===== config.mk =====
export PLATFORM = sky130hd
export DESIGN_NAME = uart_rx_char
export DESIGN_NICKNAME = d
export VERILOG_FILES = /design/src/rtl/uart_rx_char.sv
export SDC_FILE = /design/constraint.sdc
export NUM_CORES = 1
export LEC_CHECK = 0
export BUFFER_PORTS_ARGS = -buffer_cell sky130_fd_sc_hd__buf_2
export CAP_MARGIN = 10
export CORE_MARGIN = 8
export CORE_UTILIZATION = 30
export DETAILED_ROUTE_END_ITERATION = 10
export PLACE_DENSITY = 0.43
export SKIP_CTS_REPAIR_TIMING = 1
export SLEW_MARGIN = 20
export SYNTH_ARGS = -nofsm -noshare
export SYNTH_HDL_FRONTEND = slang
export SYNTH_SLANG_ARGS = --single-unit

===== constraint.sdc =====
create_clock -name clk -period 2.2 [get_ports clk]
set_clock_uncertainty 0.15 [all_clocks]
set_input_delay 0.11 -clock clk [delete_from_list [all_inputs] [get_ports clk]]
set_output_delay 0.11 -clock clk [all_outputs]
set_load 0.01 [all_outputs]

===== src/rtl/uart_rx_char.sv =====
// uart_rx_char
//   Receives 8N1 UART frames from the board RX pin using oversampled,
//   start-edge-aligned sampling. It presents each good byte on data together
//   with a one-clock en pulse for the text-grid display.
//
// Ports
//   clk        in   1  system clock; all logic on posedge
//   reset      in   1  synchronous, active-high reset
//   rx         in   1  asynchronous serial input; idles high
//   data       out  8  last good received byte (LSB first on the line)
//   en         out  1  one-clock pulse when data has just been updated
//   frame_err  out  1  one-clock pulse when the stop bit is sampled low
//   busy       out  1  high from start-bit detect until the frame ends
//
// Parameters
//   CLK_FREQ    system clock frequency in Hz
//   BAUD        line rate in bits/s
//   OVERSAMPLE  sample ticks per bit (even, >= 8)
module uart_rx_char #(
  parameter int CLK_FREQ   = 100_000_000,
  parameter int BAUD       = 9600,
  parameter int OVERSAMPLE = 16
) (
  input  logic       clk,
  input  logic       reset,
  input  logic       rx,
  output logic [7:0] data,
  output logic       en,
  output logic       frame_err,
  output logic       busy
);

  localparam int DIV   = CLK_FREQ / (BAUD * OVERSAMPLE);
  localparam int DIV_W = (DIV > 1) ? $clog2(DIV) : 1;
  localparam int SC_W  = $clog2(OVERSAMPLE);

  localparam logic [DIV_W-1:0] DIV_LAST = DIV_W'(DIV - 1);
  localparam logic [SC_W-1:0]  SC_MID   = SC_W'(OVERSAMPLE / 2 - 1);
  localparam logic [SC_W-1:0]  SC_LAST  = SC_W'(OVERSAMPLE - 1);

  typedef enum logic [2:0] {
    ST_IDLE  = 3'd0,
    ST_START = 3'd1,
    ST_DATA  = 3'd2,
    ST_STOP  = 3'd3,
    ST_BREAK = 3'd4
  } state_t;

  state_t           state_r, state_n;
  logic             rx_meta_r, rx_sync_r;
  logic [DIV_W-1:0] div_cnt_r, div_cnt_n;
  logic [SC_W-1:0]  sc_r, sc_n;
  logic [2:0]       idx_r, idx_n;
  logic [7:0]       shift_r, shift_n;
  logic [7:0]       data_r, data_n;
  logic             en_r, en_n;
  logic             ferr_r, ferr_n;
  logic             busy_r, busy_n;
  logic             tick_s;

  assign tick_s    = (div_cnt_r == DIV_LAST);
  assign data      = data_r;
  assign en        = en_r;
  assign frame_err = ferr_r;
  assign busy      = busy_r;

  // Next-state and output logic for the receive FSM and its tick/bit counters.
  always_comb begin
    state_n = state_r;
    sc_n    = sc_r;
    idx_n   = idx_r;
    shift_n = shift_r;
    data_n  = data_r;
    en_n    = 1'b0;
    ferr_n  = 1'b0;
    if (tick_s) begin
      div_cnt_n = {DIV_W{1'b0}};
    end else begin
      div_cnt_n = div_cnt_r + DIV_W'(1);
    end

    case (state_r)
      ST_IDLE: begin
        if (!rx_sync_r) begin
          // Restart the divider so every later sample is phased from this edge.
          state_n   = ST_START;
          sc_n      = {SC_W{1'b0}};
          div_cnt_n = {DIV_W{1'b0}};
        end else begin
          state_n = ST_IDLE;
        end
      end
      ST_START: begin
        if (tick_s) begin
          if (sc_r == SC_MID) begin
            // Mid start bit: still low means a real frame, high means a glitch.
            if (!rx_sync_r) begin
              state_n = ST_DATA;
              sc_n    = {SC_W{1'b0}};
              idx_n   = 3'd0;
            end else begin
              state_n = ST_IDLE;
            end
          end else begin
            sc_n = sc_r + SC_W'(1);
          end
        end else begin
          state_n = ST_START;
        end
      end
      ST_DATA: begin
        if (tick_s) begin
          if (sc_r == SC_LAST) begin
            // Shift in from the top so the first (LSB) bit ends up in bit 0.
            shift_n = {rx_sync_r, shift_r[7:1]};
            sc_n    = {SC_W{1'b0}};
            idx_n   = idx_r + 3'd1;
            if (idx_r == 3'd7) begin
              state_n = ST_STOP;
            end else begin
              state_n = ST_DATA;
            end
          end else begin
            sc_n = sc_r + SC_W'(1);
          end
        end else begin
          state_n = ST_DATA;
        end
      end
      ST_STOP: begin
        if (tick_s) begin
          if (sc_r == SC_LAST) begin
            sc_n = {SC_W{1'b0}};
            if (rx_sync_r) begin
              data_n  = shift_r;
              en_n    = 1'b1;
              state_n = ST_IDLE;
            end else begin
              ferr_n  = 1'b1;
              state_n = ST_BREAK;
            end
          end else begin
            sc_n = sc_r + SC_W'(1);
          end
        end else begin
          state_n = ST_STOP;
        end
      end
      ST_BREAK: begin
        // Hold off until the line returns high so a held-low line is one event.
        if (rx_sync_r) begin
          state_n = ST_IDLE;
        end else begin
          state_n = ST_BREAK;
        end
      end
      default: begin
        state_n = ST_IDLE;
      end
    endcase

    busy_n = (state_n != ST_IDLE);
  end

  // State, counter, synchroniser and output registers.
  always_ff @(posedge clk) begin
    if (reset) begin
      state_r   <= ST_IDLE;
      rx_meta_r <= 1'b1;
      rx_sync_r <= 1'b1;
      div_cnt_r <= {DIV_W{1'b0}};
      sc_r      <= {SC_W{1'b0}};
      idx_r     <= 3'd0;
      shift_r   <= 8'h00;
      data_r    <= 8'h00;
      en_r      <= 1'b0;
      ferr_r    <= 1'b0;
      busy_r    <= 1'b0;
    end else begin
      state_r   <= state_n;
      rx_meta_r <= rx;
      rx_sync_r <= rx_meta_r;
      div_cnt_r <= div_cnt_n;
      sc_r      <= sc_n;
      idx_r     <= idx_n;
      shift_r   <= shift_n;
      data_r    <= data_n;
      en_r      <= en_n;
      ferr_r    <= ferr_n;
      busy_r    <= busy_n;
    end
  end

endmodule


Word level (Yosys, flattened, before mapping)
Index checks and enable logic that the tools add are counted.
{ "word_totals": {"word_cells": 69, "inputBits": 3, "output_inout_bits": 11, "ff_bits": 41} }
{ "op_classes": {"reduce_logical": 10, "n_eq_ne": 14, "n_mux": 28, "addsub": 3, "bitwise": 3} }
{ "op_table": {"columns": ["cell", "count"], "rows": [
  ["$mux W3", 12],
  ["$mux W10", 3],
  ["$mux W4", 5],
  ["$pmux W3 S5", 1],
  ["$pmux W4 S3", 1],
  ["$add A10 B1 Y10 const B", 1],
  ["$eq A10 B10 Y1 const B", 1],
  ["$ne A2 B2 Y1 const B", 5],
  ["$eq A3 B2 Y1 const B", 2],
  ["$eq A3 B3 Y1 const B", 2],
  ["$pmux W3 S2", 1],
  ["$reduce_and A3 Y1", 2],
  ["$reduce_and A6 Y1", 1],
  ["$reduce_bool A3 Y1", 2],
  ["$add A4 B1 Y4 const B", 1],
  ["$eq A4 B3 Y1 const B", 1],
  ["$eq A4 B4 Y1 const B", 1],
  ["$mux W1", 4],
  ["$reduce_and A4 Y1", 1],
  ["$reduce_or A4 Y1", 1],
  ["$add A3 B1 Y3 const B", 1],
  ["$eq A3 B1 Y1 const B", 1],
  ["$logic_not A3 Y1", 1],
  ["$not A1 Y1", 3],
  ["4 further kinds", 4]
]} }

Depth between registers and ports, before layout
{ "logic_depth": {"ltp_word": 6, "depth_mapped": 8, "ltp_nobuf": 6} }

Worst setup path after synthesis
OpenSTA, ideal clock, no wires.
{ "synth_path": {"kind": "flip-flop to flip-flop", "from": "register sc_r[0]", "to": "register idx_r[0]", "arrival_time_ns": 1.562, "period_less_slack_ns": 1.782, "path_buffers": 0, "setup_ns": 0.070, "path_stages_with_launch": 6, "slack_ns": 0.418, "t_required_ns": 1.980, "path_cell_list": "dfxtp_1 ha_1 and4bb_4 a32oi_2 or4b_1 a21oi_1"} }
{ "synth_via": {"elab_chain_cells": 3, "word_cells_on_any_way": 5, "cone_classes": "4 x eq/ne; 1 x reduce/logical"} }
{ "synth_lines": {"columns": ["item", "line_no", "text"], "rows": [
  ["start: declaration", "52", "logic [SC_W-1:0] sc_r, sc_n;"],
  ["start signal: assignment", "172", "sc_r <= {SC_W{1'b0}};"],
  ["start signal: assignment", "184", "sc_r <= sc_n;"],
  ["$eq A4 B4 Y1 / $eq A4 B3 Y1 (equally long branches)", "113, 95", null],
  ["$ne A2 B2 Y1 (no source line)", null, null],
  ["$reduce_and A6 Y1 (no source line) *", null, null],
  ["end signal: assignment", "185", "idx_r <= idx_n;"],
  ["end: declaration", "53", "logic [2:0] idx_r, idx_n;"]
]} }
Mark *: on every way between the ends. The rest lies on a longest branch, timed or not.
A chain may end at the register's enable or synchronous reset.

Final worst setup path
{ "layout_path": {"from": "register div_cnt_r[0]", "to": "register sc_r[3]"} }
{ "layout_via": {"elab_chain_cells": 3, "word_cells_on_any_way": 4, "cone_classes": "3 x eq/ne; 1 x reduce/logical"} }
{ "layout_lines": {"columns": ["item", "line_no", "text"], "rows": [
  ["start: declaration", "51", "logic [DIV_W-1:0] div_cnt_r, div_cnt_n;"],
  ["start signal: assignment", "171", "div_cnt_r <= {DIV_W{1'b0}};"],
  ["start signal: assignment", "183", "div_cnt_r <= div_cnt_n;"],
  ["$eq A10 B10 Y1 *", "61", "assign tick_s = (div_cnt_r == DIV_LAST);"],
  ["$ne A2 B2 Y1 (no source line) / $ne A2 B1 Y1 (equally long branches)", null, null],
  ["$reduce_and A3 Y1 (no source line) *", null, null]
]} }
Marks and branches as above.

==> metrics.md <==
| Metric | Value |
|---|---|
| Status | `finished clean` |
| CTS tree | `yes` |
| FF-to-FF End | `sc_r[3]` |
| H-tree level count | `2` |
| Total global routing overflow | `0` |
| Maximum fanout along the worst path | `7` |
| Initial antenna violation count | `0` |
| CP max stage cell | `and3_1` |
| Most frequent cells in the layout | `dfxtp_1 (41), a21oi_1 (27), o21ai_0 (21), nand3_1 (21), nor2_1 (20)` |
| Port bufs | `13` |
| Layout area overhead | `15.69%` |
| Critical R2R Launch | `div_cnt_r[0]` |
| Final Util | `0.3551` |
| Yosys warnings | `0` |
| VDD IR max | `between 0.3 and 0.4 mV` |
| DRT antenna net count | `0` |
| Root buf cell | `clkbuf_8` |
| Normalized max-slew margin | `0.6261` |
| GPL Wtd Cong | `about 0.74` |
| Die Ht | `96.38 um` |
| Critical path data required time | `between 2 and 2.5 ns` |
| Avg Inst Size Synth | `just under 9 um2` |
| Crit-path cells | `inv_1 -> ha_1 -> nor3b_2 -> and3_1 -> buf_4 -> nand2_1 -> o32ai_1` |
| Vias | `1616` |
| Final Setup Violations | `0` |
| Max-Cap Viols | `0` |
| Sequential share of the synthesized area | `0.4235` |
| Ant. Diodes | `0` |
| Syn nets | `~230` |
| Register bit total from synthesis | `between 40 and 50` |
| Vias per Instance | `about 5` |
| Setup crit start kind | `flip-flop` |
| Number of synthesized flops with an enable pin | `0` |
| Hold Path Class | `in2reg` |
| Initial Util | `0.3070` |
| # rows | `29` |
| Area of the multi-input gates | `between 1000 and 1500 um2` |
| Critical path capture point type | `flip-flop` |
| Fill count | `between 600 and 700` |
| Post-route setup TNS | `0 ns` |
| Max Slew Vio Count | `0` |
| Delay of the slowest cell on the worst path | `approximately 0.38 ns` |
| Final #Nets | `between 200 and 250` |
| Clock Path Buffers | `2` |
| Top Family by Delay on Critical Path | `simple AND/OR/NAND/NOR gates` |
| PD cells | `~690 nW/um2` |
| Synthesized area | `approximately 1900 um2` |
| Crit path time final | `about 2.0 ns` |
| Vias in the first global route | `approximately 1.6k` |
| Final HPWL DP | `between 3 and 4 mm` |
| DRT iter0 DRCs | `116` |
| Total Wirelength | `approximately 4.7 mm` |
| GRT Overall Usage | `0.1092` |
| Routed WL per cell | `14.70 um` |
| Total CTS buffers | `5` |
| DRT Pass-1 Iters | `4` |
| First-pass GRT wire length | `between 7 and 8 mm` |
| Commonest non-fill, non-tap cell in the layout | `dfxtp_1` |
| Hold wc startpoint | `reset` |
| Fmax | `~510 MHz` |
| Worst r2r path cells | `7` |
| Clock Sinks | `~40` |
| Hold Path Depth | `2` |
| Final Hold Fails | `0` |
| WP data arrival | `around 2 ns` |
| Top Ports | `14` |
| Share of layout cells above drive strength 1 | `0.1867` |
| Ys async rst share | `0` |
| Die Footprint | `between 9000 and 10000 um2` |
| Critical Setup Path Class | `reg2reg` |
| Clk Latency, worst-skew pair | `0.30 ns` |
| Core area | `6314 um2` |
| Storage element area | `820.8 um2` |
| Post-Synthesis Cells | `roughly 220` |
| Worst Tran Pin Value | `between 0.5 and 0.6 ns` |
| Reg2Reg Setup Slack | `between 0.2 and 0.25 ns` |
| Synth Flop Type | `dfxtp_1` |
| Clk slew on worst S/H paths | `about 0.090 ns` |
| Count of different cell masters after synthesis | `47` |
| Bufs and invs on worst path | `2` |
| Die width | `roughly 96 um` |
| Final cycle utilization of the critical path | `0.8990` |
| RSZ-0062 raised after global routing | `no` |
| Largest net degree at the start of global routing | `32` |
| Worst Hold End | `shift_r[6]` |
| LEAKAGE | `between 0.8 and 0.9 nW` |
| Post-route DRC | `0` |
## flip-flops by register name (all words and copies together) (netlist names)
name	flops
div_cnt_r	10
data	8
shift_r	8
sc_r	4
idx_r	3
state_r	3
busy	1
en	1
frame_err	1
rx_meta_r	1
rx_sync_r	1
## worst max-delay path by stage
stage                           to    startpoint  cells past startpoint  slack [ns]
final                      sc_r[3]  div_cnt_r[0]                      7        0.22
after global routing       sc_r[3]  div_cnt_r[0]                      7        0.01
after CTS                 idx_r[0]       sc_r[0]                      5        0.15
after detailed placement  idx_r[0]       sc_r[0]                      5        0.17
after global placement    idx_r[0]       sc_r[0]                      5        0.20
after floorplan           idx_r[0]       sc_r[0]                      5        0.42
## cells in the mapped netlist (all sizes together) (4+ instances only)
cell type	instances	share of area
dfxtp	41	0.42
xnor2	7	0.032
a21oi	27	0.070
nor2	20	0.039
nand3	22	0.059
nor3	5	0.013
clkbuf	5	0.0097
a31oi	4	0.013
or2	4	0.013
ha	5	0.032
o21ai	21	0.054
nand2	10	0.019
buf	9	0.031
## kinds of logic (layout without fill, tap and decap cells)
logic type / after synthesis / count (layout) / synth area share
and+or+nand+nor: 87 / 87 / 0.2602
AOI/OAI and AO/OA: 66 / 66 / 0.2008
DFF: 41 / 41 / 0.4235
buffers and inverters: 15 / 33 / 0.04261
xor gates and xnor gates: 9 / 9 / 0.04067
adders and majority gates: 5 / 5 / 0.03228
## layout make-up
class | count | share of cell area
flip-flops and latches | 41 | 0.3661
well taps | 77 | 0.04297
multi-input cells | 167 | 0.4626
clock inverters | 3 | 0.02902
inverters | 1 | 0.001674
repair buffers | 24 | 0.06696
clock buffers | 5 | 0.03069
## worst register-to-register path, delay by kind of cell, from the launching register on
kind                     cells  cell delay, ns
adder cells (fa/ha/maj)      1            0.14
flip-flops                   1            0.35
AND/OR/NAND/NOR              3            0.70
AO/OA/AOI/OAI                1            0.27
buffers and inverters        2            0.27
## report_power, final
| part | switching (W) | internal (W) |
|---|---|---|
| combinational | 0.0000313 | 0.0000195 |
| sequential | 0.00000966 | 0.000750 |
| clock | 0.000277 | 0.000451 |
## per-layer routing
layer,wire (um),global-route usage,up-vias
li1,-,-,838
met1,2506,0.1521,764
met2,2041,0.1583,12
met3,105,0.03091,2
met4,21,0.03405,0
met5,0,0,-
## per-stage QoR
| stage | power, W | hold WS [ns] | cell area, um2 | setup WS (ns) | cells |
|---|---|---|---|---|---|
| CTS | 0.001557 | -0.1627 | 2230 | 0.1476 | 317 |
| floorplan | 0.0008131 | 0.06381 | 1938 | 0.4176 | 223 |
| detailed placement | 0.0008271 | 0.1467 | 2096 | 0.1701 | 309 |
| global placement | 0.0008283 | 0.1458 | 2096 | 0.1980 | 309 |
| global route | 0.001601 | 0.1811 | 2242 | 0.01462 | 318 |
| finish | 0.001538 | 0.1571 | 2242 | 0.2221 | 318 |
Note: power is estimated with default switching activity, not from simulation.
